===== config.mk =====
export PLATFORM = sky130hd
export DESIGN_NAME = register_file_sequencer
export DESIGN_NICKNAME = d
export VERILOG_FILES = /design/src/rtl/register_file_sequencer.sv
export SDC_FILE = /design/constraint.sdc
export NUM_CORES = 1
export LEC_CHECK = 0
export ABC_CLOCK_PERIOD_IN_PS = 1970
export BUFFER_PORTS_ARGS = -buffer_cell sky130_fd_sc_hd__buf_2
export CAP_MARGIN = 20
export CORE_MARGIN = 2
export CORE_UTILIZATION = 35
export DETAILED_ROUTE_END_ITERATION = 8
export PLACE_DENSITY_LB_ADDON = 0.25
export SYNTH_ARGS = -nofsm -noshare
export SYNTH_HDL_FRONTEND = slang
export SYNTH_SLANG_ARGS = --single-unit

===== constraint.sdc =====
create_clock -name Clock -period 1.97 [get_ports Clock]
set_input_delay 0.394 -clock Clock [delete_from_list [all_inputs] [get_ports Clock]]
set_output_delay 0.394 -clock Clock [all_outputs]
set_load 0.02 [all_outputs]

===== src/rtl/register_file_sequencer.sv =====
// Command sequencer for an 8-entry register file (R1-R4, S1-S4): decodes one
// command at a time into register-file control, including a two-write swap.
module register_file_sequencer (
   input  logic        Clock,
   input  logic        Reset,
   input  logic        CmdValid,
   output logic        CmdReady,
   input  logic [2:0]  CmdOp,
   input  logic [2:0]  CmdDst,
   input  logic [2:0]  CmdSrc,
   input  logic [15:0] CmdImm,
   input  logic [15:0] OutA,
   input  logic [15:0] OutB,
   output logic [2:0]  OutASel,
   output logic [2:0]  OutBSel,
   output logic [2:0]  FunSel,
   output logic [3:0]  RegSel,
   output logic [3:0]  ScrSel,
   output logic [15:0] I,
   output logic [15:0] ReadData,
   output logic        Done
);

   localparam logic [2:0] S_IDLE = 3'd0;
   localparam logic [2:0] S_EXEC = 3'd1;
   localparam logic [2:0] S_CAPT = 3'd2;
   localparam logic [2:0] S_WR1  = 3'd3;
   localparam logic [2:0] S_WR2  = 3'd4;
   localparam logic [2:0] S_RESP = 3'd5;

   localparam logic [2:0] OP_NOP = 3'b000;
   localparam logic [2:0] OP_LDI = 3'b001;
   localparam logic [2:0] OP_MOV = 3'b010;
   localparam logic [2:0] OP_CLR = 3'b011;
   localparam logic [2:0] OP_INC = 3'b100;
   localparam logic [2:0] OP_DEC = 3'b101;
   localparam logic [2:0] OP_SWP = 3'b110;
   localparam logic [2:0] OP_RD  = 3'b111;

   localparam logic [2:0] FUN_DEC  = 3'b000;
   localparam logic [2:0] FUN_INC  = 3'b001;
   localparam logic [2:0] FUN_LOAD = 3'b010;
   localparam logic [2:0] FUN_CLR  = 3'b011;

   logic [2:0]  r_state;
   logic [2:0]  r_op;
   logic [2:0]  r_dst;
   logic [2:0]  r_src;
   logic [15:0] r_imm;
   logic [15:0] r_temp_a;
   logic [15:0] r_temp_b;
   logic [15:0] r_read_data;

   logic [2:0]  w_next;
   logic [7:0]  w_en;
   logic        w_accept;

   // {RegSel,ScrSel} as one active-low vector: code t clears bit 7-t, which
   // lands on RegSel[3-t] for R1-R4 and ScrSel[7-t] for S1-S4.
   function automatic logic [7:0] f_enable(input logic [2:0] t);
      return ~(8'h80 >> t);
   endfunction

   assign CmdReady = (r_state == S_IDLE);
   assign Done     = (r_state == S_RESP);
   assign w_accept = CmdValid && CmdReady;
   assign ReadData = r_read_data;
   assign RegSel   = w_en[7:4];
   assign ScrSel   = w_en[3:0];

   always_comb begin
      w_next = r_state;
      case (r_state)
         S_IDLE:  if (w_accept) w_next = (CmdOp == OP_SWP) ? S_CAPT : S_EXEC;
         S_EXEC:  w_next = S_RESP;
         S_CAPT:  w_next = S_WR1;
         S_WR1:   w_next = S_WR2;
         S_WR2:   w_next = S_RESP;
         S_RESP:  w_next = S_IDLE;
         default: w_next = S_IDLE;
      endcase
   end

   // Control depends only on state and the latched command, never live Cmd*.
   always_comb begin
      w_en    = 8'hFF;
      FunSel  = FUN_LOAD;
      I       = 16'h0000;
      OutASel = r_src;
      OutBSel = r_dst;
      case (r_state)
         S_EXEC: begin
            case (r_op)
               OP_LDI: begin w_en = f_enable(r_dst); I = r_imm; end
               OP_MOV: begin w_en = f_enable(r_dst); I = OutA; end
               OP_CLR: begin w_en = f_enable(r_dst); FunSel = FUN_CLR; end
               OP_INC: begin w_en = f_enable(r_dst); FunSel = FUN_INC; end
               OP_DEC: begin w_en = f_enable(r_dst); FunSel = FUN_DEC; end
               default: ;
            endcase
         end
         S_WR1: begin w_en = f_enable(r_dst); I = r_temp_a; end
         S_WR2: begin w_en = f_enable(r_src); I = r_temp_b; end
         default: ;
      endcase
   end

   always_ff @(posedge Clock or negedge Reset) begin
      if (!Reset) begin
         r_state     <= S_IDLE;
         r_op        <= 3'b000;
         r_dst       <= 3'b000;
         r_src       <= 3'b000;
         r_imm       <= 16'h0000;
         r_temp_a    <= 16'h0000;
         r_temp_b    <= 16'h0000;
         r_read_data <= 16'h0000;
      end else begin
         r_state <= w_next;
         if (w_accept) begin
            r_op  <= CmdOp;
            r_dst <= CmdDst;
            r_src <= CmdSrc;
            r_imm <= CmdImm;
         end
         if (r_state == S_EXEC && r_op == OP_RD) r_read_data <= OutA;
         // Both operands are captured before either write so src==dst is harmless.
         if (r_state == S_CAPT) begin
            r_temp_a <= OutA;
            r_temp_b <= OutB;
         end
      end
   end

endmodule


; Word-level counts from Yosys, hierarchy flattened
; Cells that the tools add are included.
[word_totals]
register_bits = 76
in_bits = 60
wordCells = 39
output_inout_bits = 51
[op_classes]
bitwise = 2
mux = 9
eq_ne = 13
n_shift = 2
reduce_logical = 5
[ops]
columns = cell, count
row1 = $pmux 16 s3, 1
row2 = $pmux 16 s2, 1
row3 = $pmux 8 s3, 1
row4 = $eq 3x3->1 const B, 6
row5 = $not 8->8, 2
row6 = $shr 8x3->8 const A, 2
row7 = $eq 3x2->1 const B, 4
row8 = $pmux 3 s4, 1
row9 = $mux 8, 1
row10 = $eq 3x1->1 const B, 2
row11 = $pmux 2 s3, 1
row12 = $reduce_or 5->1, 1
row13 = $mux 2, 2
row14 = $logic_not 3->1, 1
row15 = $mux 3, 1
row16 = $logic_and 1x1->1, 2
row17 = $ne 2x1->1 const B, 1
row18 = $reduce_or 2->1, 1

; Depth between registers and ports, before layout
[depth]
ltp_word = 4
depth_mapped = 6
mapped_depth_nobuf = 3

; Worst setup path after synthesis
; Ideal clock, no wire load.
[synth_path]
path_kind = register -> output
from = reg r_op[1]
to = out I[11]
t_required_ns = 1.576
setup_slack_ns = -0.015
path_buffers = 2
arrival_ns = 1.591
path_stages_with_launch = 6
cell_sequence = dfrtp_1 and2b_1 clkbuf_1 buf_2 a22oi_1 o21ai_0
[synth_between]
elab_chain_cells = 3
elab_cells_between_ends = 4
cone_classes = eq/ne: 2 / mux: 2
[synth_rtl]
columns = element, line_no
row1 = "start, declared", 46  ; logic [2:0] r_op;
row2 = "start signal, assigned", 121  ; r_op <= CmdOp;
row3 = $eq 3x2->1 / $eq 3x1->1 (equally long branches), 93  ; case (r_op)
row4 = $pmux 16 s2 (*), 93
row5 = $pmux 16 s3 (*), 91  ; case (r_state)
row6 = "end, declared", 19  ; output logic [15:0] I,
; Mark *: on every way between the ends. The rest lies on a longest branch, timed or not.

; Worst setup path after layout
[layout_path]
from = reg r_state[2]
to = out I[3]
[layout_between]
elab_chain_cells = 2
elab_cells_between_ends = 4
cone_classes = eq/ne: 3 / mux: 1
[layout_rtl]
columns = element, line_no
row1 = "start, declared", 45  ; logic [2:0] r_state;
row2 = "start signal, assigned", 119  ; r_state <= w_next;
row3 = $eq 3x3->1 (tied with other cells), 91
row4 = $pmux 16 s3 (*), 91
; Marks and branches as above.

==> impl_metrics.ini <==
[clocking]
cts_tree = yes
root_buffer = clkbuf_8
clk_pin_slew_worst_paths_ns = 0.08
cts_buffers = 9
clockBufferDepth = 2
clock_sinks = 76
clk_latency_ns = 0.35
htree_num_levels = 3

[logic_synthesis]
synth-seq-area-share_pct = 51.8
synth-seq-cells = 76
synthTopCellsByCount = 76 x dfrtp_1, 62 x mux2_2, 26 x o21ai_0
synth_flop_cell = dfrtp_1
synth.top_cell.area_share_pct = 51.8
synth_edf_count = 0
synth_cell_type_count = 39
synthCells = 285
synth_area_sq_um = 3670
synth_top_area_cell = dfrtp_1
async_flop_share_pct = 100
synth_area_per_cell_sq_um = 12.9
yosys_warnings = 0
ys_top_cells_by_area = dfrtp_1 52%, mux2_2 19%, mux2_4 4.1%
synth_nets = 345
synth_most_common_cell = dfrtp_1

[timing]
rsz0062_at_grt = yes
final.period_utilization_pct = 106
whs_ns = 0.0321
worst_slack_ns = -0.127
setup-violations-final = 25
min_period_ns = 2.10
final_hold_viol_count = 0
clock-skew-final_ns = 0.00904
drv_slew = 0
fmax_mhz = 477

[min_path]
hold_class = input pin to async pin

[detailed_routing]
via_per_inst = 5.13
drt_iter0_markers = 142
finalWirelength_microns = 9700
drtAntennaViolNets = 0
drtPass1Iterations = 4
drcViolationCount = 0
via_count = 2848
wl_per_cell_microns = 17.5

[layout]
layout.nets = 474
layoutNonFillerInstCount = 555
drive_gt1_share_pct = 59.2
post-route-util_pct = 48.5
diodes = 0
syn2layout_area_growth_pct = 35.1

[die]
placeableCoreArea_sq_um = 10200
top_level_ports = 111
fp-row-count = 37
dieArea_sq_um = 11300
die_h_microns = 106
initial_core_util_pct = 35.9
die_w_microns = 106

[worst_setup_path]
reg2reg_depth = 5
critPathKind = flop to output pin
cp-start-kind = flop
path_max_fanout = 12
critPathCaptureType = output pin
path_cells = buf_12, nor2b_4, clkbuf_16, a32oi_1, o21ai_1, buf_4
crit_path_max_incr_delay_ns = 0.46
cp.arrival_ns = 1.70
required_ns = 1.58
critPathSlowestCell = dfrtp_2

[place]
dp_hpwl_microns = 6380
io_buffer_count = 109
dp.cells = 528
dp_slack_ns = 0.0359
place_congestion = 0.797

[grt]
grt_pass1_vias = 2868
antenna_found_initial = 0
grt_overflow_total = 0
grt_usage_pct = 17.3
grt_max_degree = 77
grt_first_pass_wirelength_microns = 15000

[power_and_ir_drop]
ir_drop_v = 0.00100
p_leak_nw = 2.31
p_per_area_nw_per_um2 = 1660

[outcome]
outcome = complete, but fails checks
violations = negative setup slack

[run]
maxCapViolCount = 0
## worst paths after layout
kind                       slack, ns                   start                  endpoint
min reg2reg                     0.51    r_imm[1]$_DFFE_PN0P_      r_imm[1]$_DFFE_PN0P_
min                             0.03                   Reset  ReadData[15]$_DFFE_PN0P_
max in group asynchronous       1.56                   Reset    r_state[1]$_DFFE_PN0P_
min in group Clock              0.27               CmdImm[6]      r_imm[6]$_DFFE_PN0P_
max reg2reg                     0.23  r_state[2]$_DFFE_PN0P_    OutASel[2]$_DFFE_PN0P_
max                            -0.13  r_state[2]$_DFFE_PN0P_                      I[3]
## repair_timing
| item | CTS | global route |
|---|---|---|
| cloned | 0 | 1 |
| pin swaps | 0 | 0 |
| hold buffers | 0 | 0 |
| gates resized for setup | 11 | 33 |
| setup endpoints to repair | 25 | 25 |
| setup buffers | 7 | 3 |
| hold endpoints to repair | 0 | 0 |
## state kept, by name (all words and copies together), names as in the netlist
| register | count |
|---|---|
| ReadData | 16 |
| r_imm | 16 |
| r_temp_a | 16 |
| r_temp_b | 16 |
| OutASel | 3 |
| OutBSel | 3 |
| r_op | 3 |
| r_state | 3 |
## critical path, delay by kind of cell (launching register included)
kind,cells,cell delay (ns)
AOI/OAI and AO/OA,2,0.21
buffers and inverters,3,0.52
DFF,1,0.46
and+or+nand+nor,1,0.17
## kinds of logic (layout without fill, tap and decap cells)
family / Yosys count / in the layout / synth area share [%]
buffers and inverters: 27 / 161 / 4.06
other: 1 / 1 / 0.102
AOI/OAI and AO/OA: 76 / 76 / 14.4
and+or+nand+nor: 32 / 32 / 6.27
DFF: 76 / 76 / 51.8
muxes: 72 / 72 / 23.1
adders and majority gates: 1 / 1 / 0.273
## per-stage QoR
stage	cell area (sq um)	TNS, ns	power (mW)
after floorplan	3670	0	5.02
after global placement	4500	0	6.24
after detailed placement	4500	0	6.32
after CTS	4830	-2.65	7.99
after global routing	4960	-4.38	8.71
final	4960	-2.30	8.24
## power breakdown
| group | switching [mW] | internal [mW] |
|---|---|---|
| sequential | 0.444 | 2.25 |
| combinational | 2.06 | 1.99 |
| clock | 0.582 | 0.910 |
## cell usage in the layout, fill, tap and decap left out, types with 5 or more instances in the layout
master / n
buf_12: 7
a22oi_1: 19
buf_2: 85
dfrtp_2: 6
o211ai_1: 5
o21ai_1: 20
buf_4: 46
a32oi_1: 16
mux2_4: 10
mux2_2: 62
dfrtp_1: 70
o21ai_0: 8
clkbuf_8: 11
## routing by layer
layer,vias to the layer above,track usage [%],part of all wire [%]
met2,91,27.1,47
met3,7,3.86,6.0
met1,1411,23.4,45
li1,1339,-,-
met4,0,6.48,1.1
met5,-,0,0
## area by class of cell
type | count | area (sq um)
Multi-Input combinational cell | 182 | 1660
Sequential cell | 76 | 1910
Clock inverter | 4 | 95.1
Clock buffer | 12 | 155
Fill cell | 932 | 5270
Tap cell | 136 | 170
Inverter | 4 | 15.0
Timing Repair Buffer | 141 | 958
No activity file was read; power rests on OpenSTA's default activity.
